`config.mk`:
```
export PLATFORM = sky130hd
export DESIGN_NAME = ula_multiciclo
export DESIGN_NICKNAME = d
export VERILOG_FILES = /design/src/rtl/ula_multiciclo.sv
export SDC_FILE = /design/constraint.sdc
export NUM_CORES = 1
export LEC_CHECK = 0
export ABC_AREA = 1
export BUFFER_PORTS_ARGS = -buffer_cell sky130_fd_sc_hd__buf_4
export CORE_MARGIN = 10
export CORE_UTILIZATION = 50
export DETAILED_ROUTE_END_ITERATION = 7
export PLACE_DENSITY = 0.69
export SETUP_SLACK_MARGIN = 0.5
export SYNTH_ARGS = -nofsm -noshare
export SYNTH_HDL_FRONTEND = slang
export SYNTH_SLANG_ARGS = --single-unit
export TNS_END_PERCENT = 50
```
`constraint.sdc`:
```
create_clock -name clock -period 2.3 [get_ports clock]
set_clock_uncertainty 0.2 [all_clocks]
set_input_delay 0.115 -clock clock [delete_from_list [all_inputs] [get_ports clock]]
set_output_delay 0.115 -clock clock [all_outputs]
set_load 0.01 [all_outputs]
```
`src/rtl/ula_multiciclo.sv`:
```
// ula_multiciclo: multicycle ALU; logic/arith/shift/branch ops finish in one cycle.
// Define ULA_MULDIV_EN to add the 32-step shift-add multiplier and restoring divider (codes 4/5).
module ula_multiciclo (
  input  logic        clock,
  input  logic        reset,
  input  logic        start,
  input  logic [3:0]  sinal_controle,
  input  logic [31:0] A,
  input  logic [31:0] B,
  input  logic [4:0]  shamt,
  output logic [31:0] resultado,
  output logic        zero,
  output logic        desvio,
  output logic        busy,
  output logic        done,
  output logic        div_zero
);
`ifdef ULA_MULDIV_EN
  typedef enum logic [1:0] {IDLE, CALC, DONE} state_t;
`else
  typedef enum logic {IDLE, DONE} state_t;
`endif
  state_t      state_q, state_d;
  logic [31:0] res_q, res_d;
  logic        zero_q, zero_d, desvio_q, desvio_d, busy_q, busy_d, done_q, done_d, dz_q, dz_d;
  logic [31:0] diff, sc_res;
  logic        sc_br, sc_dz;
  assign diff = A - B;
  always_comb begin
    sc_res = 32'd0;
    sc_dz  = 1'b0;
    case (sinal_controle)
      4'd0: sc_res = A & B;
      4'd1: sc_res = A | B;
      4'd2: sc_res = A + B;
      4'd3, 4'd9, 4'd10, 4'd11, 4'd12: sc_res = diff;
      4'd6: sc_res = A >> shamt;
      4'd7: sc_res = A << shamt;
      4'd8: sc_res = ~(A | B);
`ifdef ULA_MULDIV_EN
      4'd5: begin
        sc_res = 32'hFFFF_FFFF;
        sc_dz  = 1'b1;
      end
`endif
      default: sc_res = 32'd0;
    endcase
    sc_br = sinal_controle == 4'd9  ? A == B :
            sinal_controle == 4'd10 ? $signed(A) < $signed(B) :
            sinal_controle == 4'd11 ? $signed(A) > $signed(B) :
            sinal_controle == 4'd12 ? A != B : 1'b0;
  end
`ifdef ULA_MULDIV_EN
  // Shared iteration registers: mul uses a=multiplicand, b=multiplier, acc=sum;
  // div uses a=dividend shifting into quotient, b=divisor, acc=remainder.
  logic [31:0] a_q, a_d, b_q, b_d, acc_q, acc_d, mul_acc;
  logic [4:0]  cnt_q, cnt_d;
  logic        is_div_q, is_div_d, go_calc;
  logic [32:0] rem_sh, rem_sub;
  assign go_calc = sinal_controle == 4'd4 || (sinal_controle == 4'd5 && B != 32'd0);
  assign rem_sh  = {acc_q, a_q[31]};
  assign rem_sub = rem_sh - {1'b0, b_q};
  assign mul_acc = acc_q + (b_q[0] ? a_q : 32'd0);
`endif
  always_comb begin
    state_d  = state_q;
    res_d    = res_q;
    zero_d   = zero_q;
    desvio_d = desvio_q;
    dz_d     = dz_q;
    busy_d   = 1'b0;
    done_d   = 1'b0;
`ifdef ULA_MULDIV_EN
    a_d      = a_q;
    b_d      = b_q;
    acc_d    = acc_q;
    cnt_d    = cnt_q;
    is_div_d = is_div_q;
`endif
    case (state_q)
      IDLE: if (start) begin
        busy_d = 1'b1;
`ifdef ULA_MULDIV_EN
        if (go_calc) begin
          state_d  = CALC;
          a_d      = A;
          b_d      = B;
          acc_d    = 32'd0;
          cnt_d    = 5'd0;
          is_div_d = sinal_controle[0];
        end else
`endif
        begin
          state_d  = DONE;
          done_d   = 1'b1;
          res_d    = sc_res;
          zero_d   = sc_res == 32'd0;
          desvio_d = sc_br;
          dz_d     = sc_dz;
        end
      end
`ifdef ULA_MULDIV_EN
      CALC: begin
        busy_d = 1'b1;
        cnt_d  = cnt_q + 5'd1;
        a_d    = is_div_q ? {a_q[30:0], ~rem_sub[32]} : a_q << 1;
        b_d    = is_div_q ? b_q : b_q >> 1;
        acc_d  = is_div_q ? (rem_sub[32] ? rem_sh[31:0] : rem_sub[31:0]) : mul_acc;
        if (cnt_q == 5'd31) begin
          state_d  = DONE;
          done_d   = 1'b1;
          res_d    = is_div_q ? a_d : acc_d;
          zero_d   = res_d == 32'd0;
          desvio_d = 1'b0;
          dz_d     = 1'b0;
        end
      end
`endif
      default: state_d = IDLE;
    endcase
  end
  always_ff @(posedge clock or posedge reset) begin
    if (reset) begin
      state_q  <= IDLE;
      res_q    <= 32'd0;
      zero_q   <= 1'b1;
      desvio_q <= 1'b0;
      busy_q   <= 1'b0;
      done_q   <= 1'b0;
      dz_q     <= 1'b0;
`ifdef ULA_MULDIV_EN
      a_q      <= 32'd0;
      b_q      <= 32'd0;
      acc_q    <= 32'd0;
      cnt_q    <= 5'd0;
      is_div_q <= 1'b0;
`endif
    end else begin
      state_q  <= state_d;
      res_q    <= res_d;
      zero_q   <= zero_d;
      desvio_q <= desvio_d;
      busy_q   <= busy_d;
      done_q   <= done_d;
      dz_q     <= dz_d;
`ifdef ULA_MULDIV_EN
      a_q      <= a_d;
      b_q      <= b_d;
      acc_q    <= acc_d;
      cnt_q    <= cnt_d;
      is_div_q <= is_div_d;
`endif
    end
  end
  assign resultado = res_q;
  assign zero      = zero_q;
  assign desvio    = desvio_q;
  assign busy      = busy_q;
  assign done      = done_q;
  assign div_zero  = dz_q;
endmodule

```
-- After elaboration in Yosys (flattened, before gate mapping)
Index checks and enable logic that the tools add are counted.
- $add $sub $neg: 2
- magnitude comparators: 2
- eq/ne operators: 12
- shift operators: 2
- mux-type cells: 7
- bitwise logic cells: 4
- reductions and logical operators: 4
- operators with widths (operator ; count):
    32-bit one-hot mux with 7 select lines ; 1
    32-bit adder ; 1
    32-bit bitwise AND ; 1
    32-bit == test ; 1
    32-bit > comparator ; 1
    32-bit logical NOT ; 1
    32-bit < comparator ; 1
    32-bit inequality test ; 1
    32-bit NOT ; 1
    32-bit OR ; 1
    32-bit by 5-bit << shifter with 32-bit output ; 1
    32-bit by 5-bit >> shifter with 32-bit output ; 1
    32-bit subtractor ; 1
    4-bit == test (second input constant) ; 5
    4-bit by 2-bit == test with 1-bit output (second input constant) ; 2
    4-bit by 3-bit == test with 1-bit output (second input constant) ; 2
    1-bit 2-to-1 mux ; 6
    5-bit OR reduction ; 1
    4-bit by 1-bit == test with 1-bit output (second input constant) ; 1
    4-bit logical NOT ; 1
    2-bit AND reduction ; 1
    1-bit NOT ; 1
- flip-flop bits (word level): 35
- input bits: 76
- output and inout port bits: 37
- word-level logic and storage cells: 37

-- Depth between registers and ports, before layout
- depth after elaboration: 5
- gate-level depth with buffers: 23
- mapped depth without buffers: 22

-- Least setup slack after synthesis
No wires, ideal clock.
- path kind: input -> register
- start: input port A[0]
- end: register zero_q (netlist: zero)
- setup time: 61 ps
- arrival: 2019 ps
- setup slack: 20 ps
- stages: 22
- path through: ha_1 -> inv_1 -> fa_1 -> inv_1 -> nand3_1 -> nand2_1 -> nand2_1 -> nand2_1 -> nand2_1 -> nand2_1 -> nand2_1 -> nand2_1 -> nand2_1 -> nand2_1 -> nor2_1 -> nor2_1 -> nand2_1 -> nor2_1 -> nand2_1 -> nor2_1 -> nand2_1 -> nand2_1
- longest elaborated chain between the ends: 4
- elaborated cells on any way between the ends: 9
- those cells by class: 2 x add/sub; 2 x shift; 1 x mux; 3 x bitwise; 1 x reduce/logical
- RTL lines (element ; RTL line ; text):
    from (decl) ; 8 ; input logic [31:0] A,
    parallel branches: the longest is 2 deep, another holds 32-bit subtractor ; n/a ;
    32-bit one-hot mux with 7 select lines * ; 32 ; case (sinal_controle)
    32-bit logical NOT * ; 97 ; zero_d = sc_res == 32'd0;
    to (signal assigned) ; 141 ; zero_q <= zero_d;
    to (decl) ; 25 ; logic zero_q, zero_d, desvio_q, desvio_d, busy_q, busy_d, done_q, done_d, dz_q, dz_d;
Mark *: on every way between the ends.
A chain may end at the register's enable or synchronous reset.

-- Final worst setup path
- start: input port A[0]
- end: register desvio_q (netlist: desvio)
- longest elaborated chain between the ends: 5
- elaborated cells on any way between the ends: 8
- those cells by class: 2 x order compare; 2 x eq/ne; 4 x mux
- RTL lines (element ; RTL line ; text):
    parallel branches: the longest is 4 deep, another holds 32-bit > comparator ; n/a ;
    1-bit 2-to-1 mux * ; 48 ; sc_br = sinal_controle == 4'd9 ? A == B :
    to (signal assigned) ; 142 ; desvio_q <= desvio_d;
    to (decl) ; 25 ;
Marks and branches as above.

==> metrics.md <==
| Metric | Value |
|---|---|
| Clock Path Buffers | `2` |
| GP Congestion | `1.168` |
| Syn_nets | `2373` |
| Syn Area/Cell | `approximately 5.2 sq um` |
| Max incr delay on CP | `between 0.3 and 0.4 ns` |
| Setup crit end kind | `flop` |
| Vias | `roughly 18000` |
| Num Clock Sinks | `35` |
| Vias in the first global route | `about 16000` |
| Post-synthesis sequential area ratio | `under 10%` |
| Inst Count DP | `around 2900` |
| Yosys top cell area share | `21.48%` |
| Post-synth EDFFs | `0` |
| Unrepaired setup endpoints after global routing | `true` |
| Synth area leader | `nand2_1` |
| Critical path, cell by cell | `buf_8 > inv_4 > ha_4 > inv_4 > fa_2 > nand2_2 > nand2_4 > nand4_1 > nand2_2 > nand2_2 > nand3_2 > a21oi_2 > xor2_1 > buf_4 > o21bai_1 > nor2_1 > o21ai_1` |
| Worst Setup SP | `A[0]` |
| Core Util, Final | `approximately four fifths` |
| Peak VDD IR | `between 0.0003 and 0.0004 V` |
| Worst hold slack | `about 0.14 ns` |
| Design Area, Final | `between 15000 and 20000 sq um` |
| Final hold vios | `0` |
| Required time worst endpoint | `roughly 2.3 ns` |
| Setup_tns | `-0.09092 ns` |
| Synth warn | `0` |
| Tmin final | `2.351 ns` |
| Final setup margin | `-0.05116 ns` |
| Violated checks | `setup timing` |
| Leakage | `about 9.4 nW` |
| Final worst-path cycle share | `102.2%` |
| Cell with the most instances after synthesis | `nand2_1` |
| Iter 0 DRT Violations | `~2800` |
| Crit path max fanout | `3` |
| PortBufs | `about 110` |
| Hold path start | `start` |
| Drt via density | `approximately 6` |
| DRC Markers | `0` |
| Core area | `about 23000 sq um` |
| Post-DP HPWL | `between 40000 and 50000 um` |
| Crit. path cell count | `17` |
| Ys flop type | `dfrtp_1` |
| Pin count of the biggest net entering global routing | `54` |
| Post-layout nets | `2839` |
| Async S/R FF share, synth | `100.0%` |
| Worst Setup Path Type | `in -> reg` |
| Finished Layout Cells | `about 3000` |
| CTS tree | `done` |
| Die W | `~170 um` |
| FF+latch count, synth | `35` |
| Io pins | `roughly 110` |
| Top cells by area, synth | `nand2_1, nand3_1, ha_1` |
| Distinct cells, synth | `46` |
| Worst hold path class | `in -> reg` |
| R2R depth | `9` |
| Final ANT Viol Nets | `0` |
| Endpoints failing setup | `2` |
| Cell row count | `55` |
| Layout cells sized above 1 | `~39%` |
| Clock transition at path regs | `0.06 ns` |
| Fmax | `between 400 and 500 MHz` |
| WP buf/inv | `4` |
| Outcome | `finished with violations` |
| Top delay family on crit path | `simple AND/OR/NAND/NOR gates` |
| Htree depth | `2` |
| Post-Synthesis Cells | `2190` |
| Root Buffer | `clkbuf_16` |
| Critical Path Start Type | `input port` |
| WL final | `60760 um` |
| Diodes inserted | `0` |
| Overall Global Routing Usage | `37.74%` |
| Initial antenna violation count | `1` |
| Fill count | `1738` |
| GR Overflow Total | `0` |
| Drt wl/cell | `around 21 um` |
| Inserted Clock Buffers | `5` |
| First-pass GRT wire length | `a little under 90000 um` |
| Arrival time worst endpoint | `2.32 ns` |
| Synth cell count leaders | `nand2_1, nand3_1, inv_1` |
| Max Slew Vio Count | `0` |
| Most used cell, CP | `nand2_2` |
| Max Cap Viol | `0` |
| Placed inst area | `roughly 16000 sq um` |
| Synthesized cell area | `between 10000 and 15000 sq um` |
| Area growth syn-to-layout | `56.06%` |
| Die Y | `171.1 um` |
| Crit-path slowest cell | `fa_2` |
| Starting Density | `around half` |
| Die Area | `29270 sq um` |
| Worst skew pair latency | `a little under 0.3 ns` |
| Drt first pass iters | `7` |
| Pwr dens | `about 350 nW/um^2` |
| Hold path depth | `4` |
| Worst R2R Start | `done$_DFF_PP0_` |
-- area by class of cell --
type,instances,area (sq um),share of cell area (%)
Clock inverter,3,67.56,0.3794
Clock buffer,5,125.1,0.7025
Sequential cell,35,877.1,4.925
Timing Repair Buffer,559,4566,25.64
Inverter,304,1171,6.576
Tap cell,285,356.6,2.002
Multi-Input combinational cell,1751,10650,59.78
-- sequential cells by signal, summed over array words and instances, names as in the netlist --
register	cells
resultado	32
desvio	1
done	1
zero	1
-- layer usage --
layer | track usage [%] | share of wire [%]
met2 | 58.95 | 43
met1 | 46.98 | 37
met5 | 0 | 0.021
met4 | 22.27 | 8.4
met3 | 7.719 | 12
-- cells in the final DEF (no fill, tap or decap), types with 9 or more instances in the layout --
cell,netlist,layout
nor2_4,2,39
nand2_4,5,28
ha_4,0,33
nand2_1,653,555
ha_2,0,15
nand2_2,31,105
nor3_2,1,10
nor2_2,16,55
a21oi_1,84,60
o21ai_0,69,54
a21oi_2,0,20
nand3_2,5,50
o211ai_1,11,11
o21bai_1,13,9
nor2_1,225,149
inv_2,12,63
nand4_1,23,23
inv_1,289,227
buf_6,10,27
ha_1,105,57
dfrtp_1,34,34
buf_12,0,19
inv_4,1,10
o21ai_1,8,17
nand3_1,435,382
buf_4,15,507
-- repair_timing --
item	4_1_cts	5_1_grt
hold buffers	1	0
pin swaps	90	132
gates resized for setup	261	239
hold endpoints to repair	34	0
buffers inserted	19	19
setup endpoints to repair	34	34
-- tightest hold or removal path, stage by stage --
cell and delay (ns):
buf_4 0.11, inv_1 0.08, nor2_4 0.09, buf_12 0.18
-- path summary, 6_finish.rpt --
check | end | slack (ns)
setup / recovery | desvio$_DFFE_PP0P_ | -0.05
hold / removal | done$_DFF_PP0_ | 0.14
setup reg to reg | zero$_DFFE_PP1P_ | 0.24
hold reg to reg | resultado[15]$_DFFE_PP0P_ | 0.28
max in group asynchronous | zero$_DFFE_PP1P_ | 1.25
min in group asynchronous | resultado[14]$_DFFE_PP0P_ | 0.30
-- power by group --
| part | leakage [nW] | switching [mW] | total [mW] | internal, mW |
|---|---|---|---|---|
| combinational | 8.91 | 2.65 | 4.57 | 1.92 |
| clock | 0.0900 | 0.291 | 0.912 | 0.621 |
| sequential | 0.442 | 0.0644 | 0.785 | 0.721 |
-- cell families (layout without fill, tap and decap cells) --
logic type,count (synthesis),after routing,share of synthesized area [%]
compound gates,211,211,10.38
xor+xnor,2,2,0.1535
fa+ha+maj,107,107,11.86
buf+inv,404,871,15.14
flops,35,35,7.686
other cells,1,1,0.03286
simple gates,1430,1430,54.74
-- through the flow --
step / power [mW] / worst slack, ns
6_report: 6.263 / -0.05116
3_5_place_dp: 4.455 / -0.5863
3_3_place_gp: 4.376 / -0.6080
4_1_cts: 5.710 / -0.0009921
5_1_grt: 6.573 / -0.1632
2_1_floorplan: 2.705 / 0.2066
No activity file was read; power rests on OpenSTA's default activity.
